## config.mk

```make
export PLATFORM = sky130hd
export DESIGN_NAME = clk_div_prog_flat
export DESIGN_NICKNAME = d
export VERILOG_FILES = /design/src/rtl/clk_div_pkg.sv /design/src/rtl/clk_div_if.sv /design/src/rtl/clk_div_reload.sv /design/src/rtl/clk_div_prog.sv /design/src/flat_wrapper.sv
export SDC_FILE = /design/constraint.sdc
export NUM_CORES = 1
export LEC_CHECK = 0
export CAP_MARGIN = 20
export CORE_MARGIN = 4
export CORE_UTILIZATION = 60
export DETAILED_ROUTE_END_ITERATION = 16
export PLACE_DENSITY = 0.81
export SLEW_MARGIN = 0
export SYNTH_ARGS = -nofsm -noshare
export SYNTH_HDL_FRONTEND = slang
export SYNTH_SLANG_ARGS = --single-unit
```

## constraint.sdc

```tcl
create_clock -name clk -period 5.25 [get_ports clk]
set_input_delay 1.3125 -clock clk [delete_from_list [all_inputs] [get_ports clk]]
set_output_delay 1.3125 -clock clk [all_outputs]
set_load 0.01 [all_outputs]
```

## src/rtl/clk_div_pkg.sv

```systemverilog
// Shared definitions for the programmable clock divider: FSM encoding,
// the minimum legal divisor and the divisor legality check.
package clk_div_pkg;

   typedef enum logic [1:0] {
      IDLE = 2'd0,
      RUN  = 2'd1,
      STOP = 2'd2
   } state_e;

   localparam logic [31:0] DIV_MIN = 32'd2;

   function automatic logic div_is_legal(input logic [31:0] val);
      return (val >= DIV_MIN);
   endfunction

endpackage

```

## src/rtl/clk_div_if.sv

```systemverilog
// Divisor load handshake plus run control and divided-clock outputs.
interface clk_div_if #(
   parameter int CNT_W = 16
);
   logic             en;
   logic [CNT_W-1:0] div_val;
   logic             div_load;
   logic             div_ready;
   logic             clk_out;
   logic             tick;
   logic             busy;
   logic             err;

   modport master (
      output en, div_val, div_load,
      input  div_ready, clk_out, tick, busy, err
   );

   modport slave (
      input  en, div_val, div_load,
      output div_ready, clk_out, tick, busy, err
   );
endinterface

```

## src/rtl/clk_div_reload.sv

```systemverilog
// One-entry divisor reload buffer: accepts a divisor when empty, rejects
// illegal values with a one-cycle err pulse, and empties on consume.
module clk_div_reload
   import clk_div_pkg::*;
#(
   parameter int CNT_W = 16
) (
   input  logic             clk,
   input  logic             rst,
   input  logic [CNT_W-1:0] div_val,
   input  logic             div_load,
   input  logic             consume,
   output logic             div_ready,
   output logic [CNT_W-1:0] pend_div,
   output logic             pend_vld,
   output logic             err
);

   logic [CNT_W-1:0] pend_div_r;
   logic             pend_vld_r;
   logic             err_r;
   logic             xfer_s;
   logic             legal_s;

   assign xfer_s  = div_load && !pend_vld_r;
   assign legal_s = div_is_legal(32'(div_val));

   // Buffer write on a legal transfer, release when the top consumes it.
   always_ff @(posedge clk) begin
      if (rst) begin
         pend_div_r <= {CNT_W{1'b0}};
         pend_vld_r <= 1'b0;
         err_r      <= 1'b0;
      end else begin
         err_r <= xfer_s && !legal_s;
         if (xfer_s && legal_s) begin
            pend_div_r <= div_val;
            pend_vld_r <= 1'b1;
         end else if (consume) begin
            pend_vld_r <= 1'b0;
         end
      end
   end

   assign div_ready = !pend_vld_r;
   assign pend_div  = pend_div_r;
   assign pend_vld  = pend_vld_r;
   assign err       = err_r;

endmodule

```

## src/rtl/clk_div_prog.sv

```systemverilog
// Programmable glitch-free clock divider. Optional exact 50% duty for odd
// divisors is enabled with the CLK_DIV_ODD_DUTY50_EN macro.
module clk_div_prog
   import clk_div_pkg::*;
#(
   parameter int CNT_W = 16
) (
   input  logic     clk,
   input  logic     rst,
   clk_div_if.slave bus
);

   localparam logic [1:0]       S_IDLE = 2'(IDLE);
   localparam logic [1:0]       S_RUN  = 2'(RUN);
   localparam logic [1:0]       S_STOP = 2'(STOP);
   localparam logic [CNT_W-1:0] ZERO   = {CNT_W{1'b0}};
   localparam logic [CNT_W-1:0] ONE    = CNT_W'(1);

   logic [1:0]       state_r;
   logic [1:0]       state_s;
   logic [CNT_W-1:0] cnt_r;
   logic [CNT_W-1:0] act_div_r;
   logic [CNT_W-1:0] last_s;
   logic [CNT_W-1:0] half_s;
   logic [CNT_W-1:0] pend_div_s;
   logic             pend_vld_s;
   logic             consume_s;
   logic             boundary_s;
   logic             go_s;
   logic             clk_out_r;
   logic             tick_r;
   logic             busy_r;

   clk_div_reload #(.CNT_W(CNT_W)) u_reload (
      .clk       (clk),
      .rst       (rst),
      .div_val   (bus.div_val),
      .div_load  (bus.div_load),
      .consume   (consume_s),
      .div_ready (bus.div_ready),
      .pend_div  (pend_div_s),
      .pend_vld  (pend_vld_s),
      .err       (bus.err)
   );

   assign last_s = act_div_r - ONE;
   assign half_s = act_div_r >> 1;

   // Next state and pending-divisor consumption at period boundaries.
   always_comb begin
      state_s    = state_r;
      consume_s  = 1'b0;
      boundary_s = (cnt_r == last_s);
      go_s       = bus.en && (div_is_legal(32'(act_div_r)) || pend_vld_s);
      case (state_r)
         S_IDLE: begin
            if (go_s) begin
               state_s   = S_RUN;
               consume_s = pend_vld_s;
            end else begin
               state_s = S_IDLE;
            end
         end
         S_RUN: begin
            consume_s = pend_vld_s && boundary_s;
            if (!bus.en) begin
               state_s = S_STOP;
            end else begin
               state_s = S_RUN;
            end
         end
         S_STOP: begin
            // A divisor that is still pending survives into IDLE.
            if (bus.en) begin
               state_s   = S_RUN;
               consume_s = pend_vld_s && boundary_s;
            end else if (boundary_s) begin
               state_s = S_IDLE;
            end else begin
               state_s = S_STOP;
            end
         end
         default: begin
            state_s = S_IDLE;
         end
      endcase
   end

   // FSM, period counter, active divisor and registered outputs.
   always_ff @(posedge clk) begin
      if (rst) begin
         state_r   <= S_IDLE;
         cnt_r     <= ZERO;
         act_div_r <= ZERO;
         clk_out_r <= 1'b0;
         tick_r    <= 1'b0;
         busy_r    <= 1'b0;
      end else begin
         state_r <= state_s;
         if (consume_s) begin
            act_div_r <= pend_div_s;
         end
         if ((state_r == S_IDLE) || (state_s == S_IDLE) || boundary_s) begin
            cnt_r <= ZERO;
         end else begin
            cnt_r <= cnt_r + ONE;
         end
         clk_out_r <= (state_r != S_IDLE) && (cnt_r < half_s);
         tick_r    <= (state_r != S_IDLE) && (cnt_r == ZERO);
         busy_r    <= (state_s != S_IDLE);
      end
   end

`ifdef CLK_DIV_ODD_DUTY50_EN
   logic odd_r;
   logic neg_r;

   // Remember whether the period that produced clk_out_r has an odd divisor.
   always_ff @(posedge clk) begin
      if (rst) begin
         odd_r <= 1'b0;
      end else begin
         odd_r <= act_div_r[0];
      end
   end

   // Half-cycle-late copy stretches the odd high phase by half a clk period.
   always_ff @(negedge clk) begin
      if (rst) begin
         neg_r <= 1'b0;
      end else begin
         neg_r <= clk_out_r && odd_r;
      end
   end

   assign bus.clk_out = clk_out_r || neg_r;
`else
   assign bus.clk_out = clk_out_r;
`endif

   assign bus.tick = tick_r;
   assign bus.busy = busy_r;

endmodule

```

## src/flat_wrapper.sv

```systemverilog
// flat-port wrapper written by rule: the top's interface ports become plain ports
module clk_div_prog_flat import clk_div_pkg::*;
#(
   parameter int CNT_W = 16
)
  (clk, rst, bus_en, bus_div_val, bus_div_load, bus_div_ready, bus_clk_out, bus_tick, bus_busy, bus_err);
  clk_div_if #(.CNT_W(CNT_W)) bus_i ();
  input  logic clk;
  input  logic rst;
  input wire logic [$bits(bus_i.en)-1:0] bus_en;
  input wire logic [$bits(bus_i.div_val)-1:0] bus_div_val;
  input wire logic [$bits(bus_i.div_load)-1:0] bus_div_load;
  output wire logic [$bits(bus_i.div_ready)-1:0] bus_div_ready;
  output wire logic [$bits(bus_i.clk_out)-1:0] bus_clk_out;
  output wire logic [$bits(bus_i.tick)-1:0] bus_tick;
  output wire logic [$bits(bus_i.busy)-1:0] bus_busy;
  output wire logic [$bits(bus_i.err)-1:0] bus_err;
  assign bus_i.en = bus_en;
  assign bus_i.div_val = bus_div_val;
  assign bus_i.div_load = bus_div_load;
  assign bus_div_ready = bus_i.div_ready;
  assign bus_clk_out = bus_i.clk_out;
  assign bus_tick = bus_i.tick;
  assign bus_busy = bus_i.busy;
  assign bus_err = bus_i.err;
  clk_div_prog #(.CNT_W(CNT_W)) u_core (.clk(clk), .rst(rst), .bus(bus_i));
endmodule
```

==> results.md, run 1 <==
- Max Cap Viol: 0
- Cts repair resizes: 0
- Largest delay share family, worst path: compound AO/OA/AOI/OAI gates
- Total Wirelength: roughly 7200 um
- Ys Warns: 0
- Longest Clk Path Bufs: 2
- Initial antenna violation count: 0
- # diodes: 0
- Die area: between 6000 and 7000 um^2
- Slew HR: a little under a third
- Cell Chain, Critical Path: inv_1 -> ha_1 -> nor3b_1 -> buf_2 -> a22oi_1 -> a311oi_1 -> and4_4 -> nand4_2 -> a21oi_4 -> mux2i_1
- Synth top cells by count: dfxtp_1 (55), nor2_1 (41), mux2i_1 (32), inv_1 (26)
- Top-area cell type share of the netlist area: 32.1%
- Synthesized net count: roughly 420
- Slowest-stage cell, CP: a21oi_4
- Max FO, Critical Path: 16
- Mean Syn Cell Area: 8.95 um^2
- Most numerous cell in the Yosys netlist: dfxtp_1
- CP Data Arrival Time: 3.48 ns
- Final setup margin: 2.01 ns
- Synth Flop Type: dfxtp_1
- Height of the die: 83.6 um
- Post-Syn Area: 3430 um^2
- Mapped Cells: 383
- PortBufs: 24
- Drt pass-1 iters: 4
- CP Class: flop to flop
- Number of clock sinks: 55
- Clock Latency Late Sink: a little over 0.3 ns
- Clock skew: 0.00512 ns
- Fraction of registers with async set/reset: 0%
- Io pins: 25
- Initial DRC count: 175
- Initial Utilization: 61.9%
- Pre-CTS setup slack: 1.76 ns
- Yosys cell types: 57
- Hold Path Stages: 2
- Power density over the cells: 238 nW/um^2
- Final worst path period share: between 60% and 70%
- Post-CTS setup repair buffer count: 0
- Pin count of the biggest net entering global routing: 56
- Final GP Congestion: ~0.87
- Routed Antenna Nets: 0
- Synth top area cells: dfxtp_1 (32%), mux2i_1 (9.3%), ha_1 (6.6%)
- Design area: 3750 um^2
- Total CTS buffers: 5
- Post-synthesis sequential area ratio: 32.1%
- Via count: 2724
- Pins over their slew limit: 0
- Detailed placement HPWL: 5410 um
- CP Buf/Inv Count: 2
- Synthesis-to-finish area growth: 9.31%
- Rows: 27
- Die width: 83.6 um
- Outcome: finished, final reports clean
- Hold_buf cts: 0
- H-tree Lvls: 2
- #FFs+latches synth: 55
- Final #Nets: 431
- GR Overflow Total: 0
- TritonCTS clock tree: built
- Core area: 5540 um^2
- Leading area contributor after synthesis: dfxtp_1
- Hold WC Path Type: flop to flop
- Via density: 5.85
- Global-route wire length before repair: 12200 um
- Max incr delay on CP: 0.59 ns
- Share of post-route cells with drive strength above 1: 6.09%
- Max Fclk: about 300 MHz
- Levels on crit path: 10
- EDFF count, synth: 0
- Count of final hold-check violations: 0
- Shortest period the worst path allows: 3.24 ns
- Placed cell areas: 3610 um^2
- Final Setup Violations: 0
- Vias in the first global route: roughly 2700
- GRT Overall Usage: between 20% and 30%
- Worst reg2reg path depth: 10
- Leak Pwr: 1.38 nW
- CTS Root Cell: clkbuf_8
- Crit path capture type: flop
- Setup TNS: 0 ns
- Reg clk slew, reported paths: 0.10 ns
- Fill cells: roughly 460
- Routed wire length per instance: 15.5 um
- Least-Margin Pin Slew: 1.03 ns
- Type of origin of the critical path: flop
- VDD IR-drop max: 0.000137 V
- Critical Path RT: 5.49 ns
- RSZ-0062 raised after global routing: no
- Post-route DRC: 0
[tightest hold or removal path, cell delays in order, from the launching register on]
cell and delay, ns:
dfxtp_1 0.33, nand2b_1 0.07, mux2i_1 0.06
[cell families after synthesis]
group	Yosys count	synth area share, %
compound gates	45	9.64
buf+inv	49	7.41
xor+xnor	33	8.43
mux	32	9.34
simple gates	151	26.5
fa+ha+maj	18	6.57
flops	55	32.1
[layer usage]
metal	GRT usage, %	wire [um]	vias to the layer above
li1	-	-	1359
met1	26.3	3350	1302
met2	36.5	3530	55
met3	3.16	257	8
met4	3.80	80	0
met5	0	0	-
[report_power, final]
group	internal (mW)	switching, mW	leakage, nW
Combinational	0.0600	0.0582	0.873
Sequential	0.431	0.0117	0.447
Clock	0.191	0.140	0.0654
Total	0.682	0.210	1.38
[registers in the layout (all words and copies together), names as in the netlist]
| signal | flops |
|---|---|
| u_core.bus.busy | 1 |
| u_core.bus.tick | 1 |
| u_core.u_reload.pend_vld | 1 |
| u_core.u_reload.pend_div | 16 |
| u_core.u_reload.err | 1 |
| u_core.cnt_r | 16 |
| u_core.state_r | 2 |
| u_core.bus.clk_out | 1 |
| u_core.act_div_r | 16 |
[path summary, 6_finish.rpt]
kind | slack [ns] | endpoint | from
setup / recovery | 2.01 | u_core.act_div_r[10] | u_core.act_div_r[0]
hold / removal | 0.50 | u_core.act_div_r[2] | u_core.u_reload.pend_div[2]
setup reg to reg | 2.01 | u_core.act_div_r[10] | u_core.act_div_r[0]
hold reg to reg | 0.50 | u_core.act_div_r[2] | u_core.u_reload.pend_div[2]
[final cells by class]
cell class | instances | area (um^2) | share of cell area (%)
multi-input combinational | 279 | 2070 | 55.3
sequential | 55 | 1100 | 29.4
timing repair buffer | 26 | 253 | 6.74
inverter | 26 | 97.6 | 2.60
tap | 72 | 90.1 | 2.40
clock buffer | 6 | 72.6 | 1.94
clock inverter | 2 | 60.1 | 1.60
[layout by cell type (no fill, tap or decap), types with 2 or more instances in the layout]
cell             instances
inv_1                   26
a22oi_1                  2
clkdlybuf4s50_1         24
a21oi_1                  6
nor4b_1                  4
xor2_1                  16
mux2i_1                 32
xnor2_1                 17
a211oi_1                 3
or2b_2                   4
nand3_1                 10
a21o_1                   7
dfxtp_1                 55
nand2b_1                13
a32oi_1                  2
nor4_4                   2
nand4_1                 10
bufinv_16                2
a31oi_1                  4
and2_1                   2
nand2_1                  9
and4_1                   3
o21ai_0                  6
nor3b_1                  2
nor3_1                  10
or2b_1                  18
clkbuf_8                 5
nor4_1                   8
and3_1                   7
nor2_1                  41
ha_1                    18
[metrics by stage]
stage | total power, mW | utilization (%) | hold WS [ns] | cells
6_report | 0.891 | 67.6 | 0.498 | 466
5_1_grt | 0.925 | 67.6 | 0.535 | 466
4_1_cts | 0.898 | 67.5 | 0.501 | 465
3_5_place_dp | 0.570 | 65.2 | 0.476 | 457
3_3_place_gp | 0.566 | 65.2 | 0.464 | 457
2_1_floorplan | 0.535 | - | 0.444 | 383
Note: power is estimated with default switching activity, not from simulation.
==> run 2: changes to the inputs <==
--- a/config.mk
+++ b/config.mk
@@ -7,9 +7,9 @@
 export LEC_CHECK = 0
 export CAP_MARGIN = 20
 export CORE_MARGIN = 4
-export CORE_UTILIZATION = 60
+export CORE_UTILIZATION = 53
 export DETAILED_ROUTE_END_ITERATION = 16
-export PLACE_DENSITY = 0.81
+export PLACE_DENSITY = 0.76
 export SLEW_MARGIN = 0
 export SYNTH_ARGS = -nofsm -noshare
 export SYNTH_HDL_FRONTEND = slang
==> constraint.sdc (replaced) <==
create_clock -name clk -period 2.85 [get_ports clk]
set_input_delay 0.7125 -clock clk [delete_from_list [all_inputs] [get_ports clk]]
set_output_delay 0.7125 -clock clk [all_outputs]
set_load 0.01 [all_outputs]
==> run 2 against run 1 <==
- first-iteration DRC count increased by 16%
- largest cell class unchanged
- non-clock buffer count is 9 higher
- count of clock-buffer cells in the layout down 1
- sequential power increased by 84%
- final cell count increased by 2.8%
- combinational power grew 92%
- register-to-register slack worse by 1.8 ns
- hold slack worse by 0.013 ns
- highest routed layer unchanged
==> results.md, run 2 (synthesis results as in run 1) <==
- Setup TNS: 0 ns (unchanged)
- Share of post-route cells with drive strength above 1: 8.21% (+2.1 points)
- Critical Path RT: 3.09 ns (-2.40 ns)
- Most Used Layer, Global Route: met2
- Routed wire length per instance: 15.4 um (-0.55%)
- Gate power share: 15.2% (+1.9 points)
- Power density over the cells: 393 nW/um^2 (+65%)
- H-tree Lvls: 2 (unchanged)
- TritonCTS clock tree: built
- Detailed placement HPWL: 5510 um (+1.9%)
- Max Cap Viol: 0 (unchanged)
- VDD IR-drop max: 0.000288 V (+110%)
- Initial Utilization: 54.3% (-7.6 points)
- Number of clock sinks: 55 (unchanged)
- Post-CTS setup repair buffer count: 0 (unchanged)
- Max Fclk: 381 MHz (+23%)
- Pins over their slew limit: 0 (unchanged)
- P_sw: 0.400 mW (+91%)
- Leak Pwr: 1.41 nW (+1.6%)
- R2r setup slk: 0.23 ns (-1.78 ns)
- Total Wirelength: 7390 um (+2.2%)
- Cts repair resizes: 0 (unchanged)
- Initial antenna violation count: 0 (unchanged)
- PortBufs: 24 (unchanged)
- Slew HR: 51.0% (+20 points)
- Rows: 29 (+7.4%)
- Longest Clk Path Bufs: 2 (unchanged)
- Final GP Congestion: 0.875 (+0.21%)
- Vias in the first global route: 2679 (+0.37%)
- Worst reg2reg path depth: 9 (-1)
- Clock Latency Late Sink: 0.32 ns (about the same)
- Final Setup Violations: 0 (unchanged)
- Initial DRC count: 203 (+16%)
- Tot Pwr: 1.48 mW (+66%)
- Final #Nets: 440 (+2.1%)
- Post-route DRC: 0 (unchanged)
- Pre-CTS setup slack: 0.238 ns (-1.53 ns)
- Height of the die: 88.4 um (+5.8%)
- Commonest non-fill, non-tap cell in the layout: dfxtp_1
- Synthesis-to-finish area growth: 10.1%
- Hold WC Path Type: flop to flop
- Outcome: finished, final reports clean
- Via count: 2724 (unchanged)
- Drt pass-1 iters: 4 (unchanged)
- Final worst path period share: 92.1% (+30 points)
- Count of final hold-check violations: 0 (unchanged)
- Shortest period the worst path allows: 2.62 ns (-0.616 ns)
- Fill cells: 576 (+24%)
- Sequential Power Share: 54.9% (+5.2 points)
- Final setup margin: 0.226 ns (-1.78 ns)
- GR Overflow Total: 0 (unchanged)
- Total CTS buffers: 5 (unchanged)
- Least-Margin Pin Slew: 0.729 ns (-0.301 ns)
- CP Data Arrival Time: 2.87 ns (-0.61 ns)
- Core area: 6310 um^2 (+14%)
- Design area: 3780 um^2 (+0.77%)
- Clock skew: 0.0117 ns (+0.00660 ns)
- Placed cell areas: 3690 um^2 (+2.3%)
- Switching Share: 26.9% (+3.4 points)
- Commonest non-fill, non-tap cells in the layout: dfxtp_1 (55), nor2_1 (41), mux2i_1 (32), inv_1 (26), clkdlybuf4s50_1 (24)
- Grt met3 use: 5.31% (+2.1 points)
- Global-route wire length before repair: 12500 um (+2.9%)
- Worst Setup SP: u_core.act_div_r[0]
- Via density: 5.69 (-2.7%)
- P_int: 1.08 mW (+59%)
- Hold_sp: u_core.u_reload.pend_div[4]
- CP Class: flop to flop
- Pin count of the biggest net entering global routing: 36 (-36%)
- Hold Path Stages: 2 (unchanged)
- Clock power share: 29.8% (-7.3 points)
- Die area: 7820 um^2 (+12%)
- # diodes: 0 (unchanged)
- Crit path capture type: flop
- Hold_buf cts: 0 (unchanged)
- Reg-to-Reg Start: u_core.act_div_r[0]
- GRT Overall Usage: 20.6% (+0.064 points)
- Type of origin of the critical path: flop
- Reg clk slew, reported paths: 0.11 ns (about the same)
- Die width: 88.4 um (+5.8%)
- Max FO, Critical Path: 9 (-7)
- Io pins: 25 (unchanged)
- CTS Root Cell: clkbuf_8
- Met2 usage: 34.1% (-2.5 points)
- Routed Antenna Nets: 0 (unchanged)
- RSZ-0062 raised after global routing: no
- Worst hold slack: 0.486 ns (-0.0128 ns)
- GR Util met1: 26.1% (-0.26 points)
[run 2: worst paths after layout]
path / end
max reg2reg: u_core.act_div_r[13]
min reg2reg: u_core.act_div_r[4]
min: u_core.act_div_r[4]
max: u_core.act_div_r[13]
[run 2: critical path, cell delays in order (launching register included)]
cell	delay, ns
dfxtp_1	0.34
buf_4	0.16
nor4_4	0.52
nand4_1	0.15
a222oi_1	0.35
and4_4	0.28
nand4_2	0.13
a21oi_4	0.20
buf_4	0.22
mux2i_1	0.20
[run 2: layout make-up]
type	instances	area, um^2	share of cell area, %
clock buffer	5	68.8	1.82
clock inverter	2	16.3	0.431
inverter	26	97.6	2.58
multi-input combinational	279	2070	54.9
sequential	55	1100	29.2
tap	77	96.3	2.55
timing repair buffer	35	323	8.55
[run 2: through the flow]
stage	util, %	cells
floorplan	-	383
global placement	58.5	472
detailed placement	58.5	472
CTS	59.8	479
global route	59.8	479
finish	59.8	479
[run 2: metal layers]
layer,wire length (um),up-vias
met5,0,-
met4,131,0
met3,463,11
met2,3440,65
met1,3360,1277
li1,-,1371
[run 2: power by group through the flow]
| stage | Combinational (mW) | Clock, mW | Sequential (mW) |
|---|---|---|---|
| after CTS | 0.227 | 0.455 | 0.815 |
| after global placement | 0.221 | 0 | 0.832 |
| after detailed placement | 0.226 | 0 | 0.833 |
| final | 0.226 | 0.443 | 0.815 |
| after floorplan | 0.159 | 0 | 0.826 |
| after global routing | 0.249 | 0.495 | 0.818 |
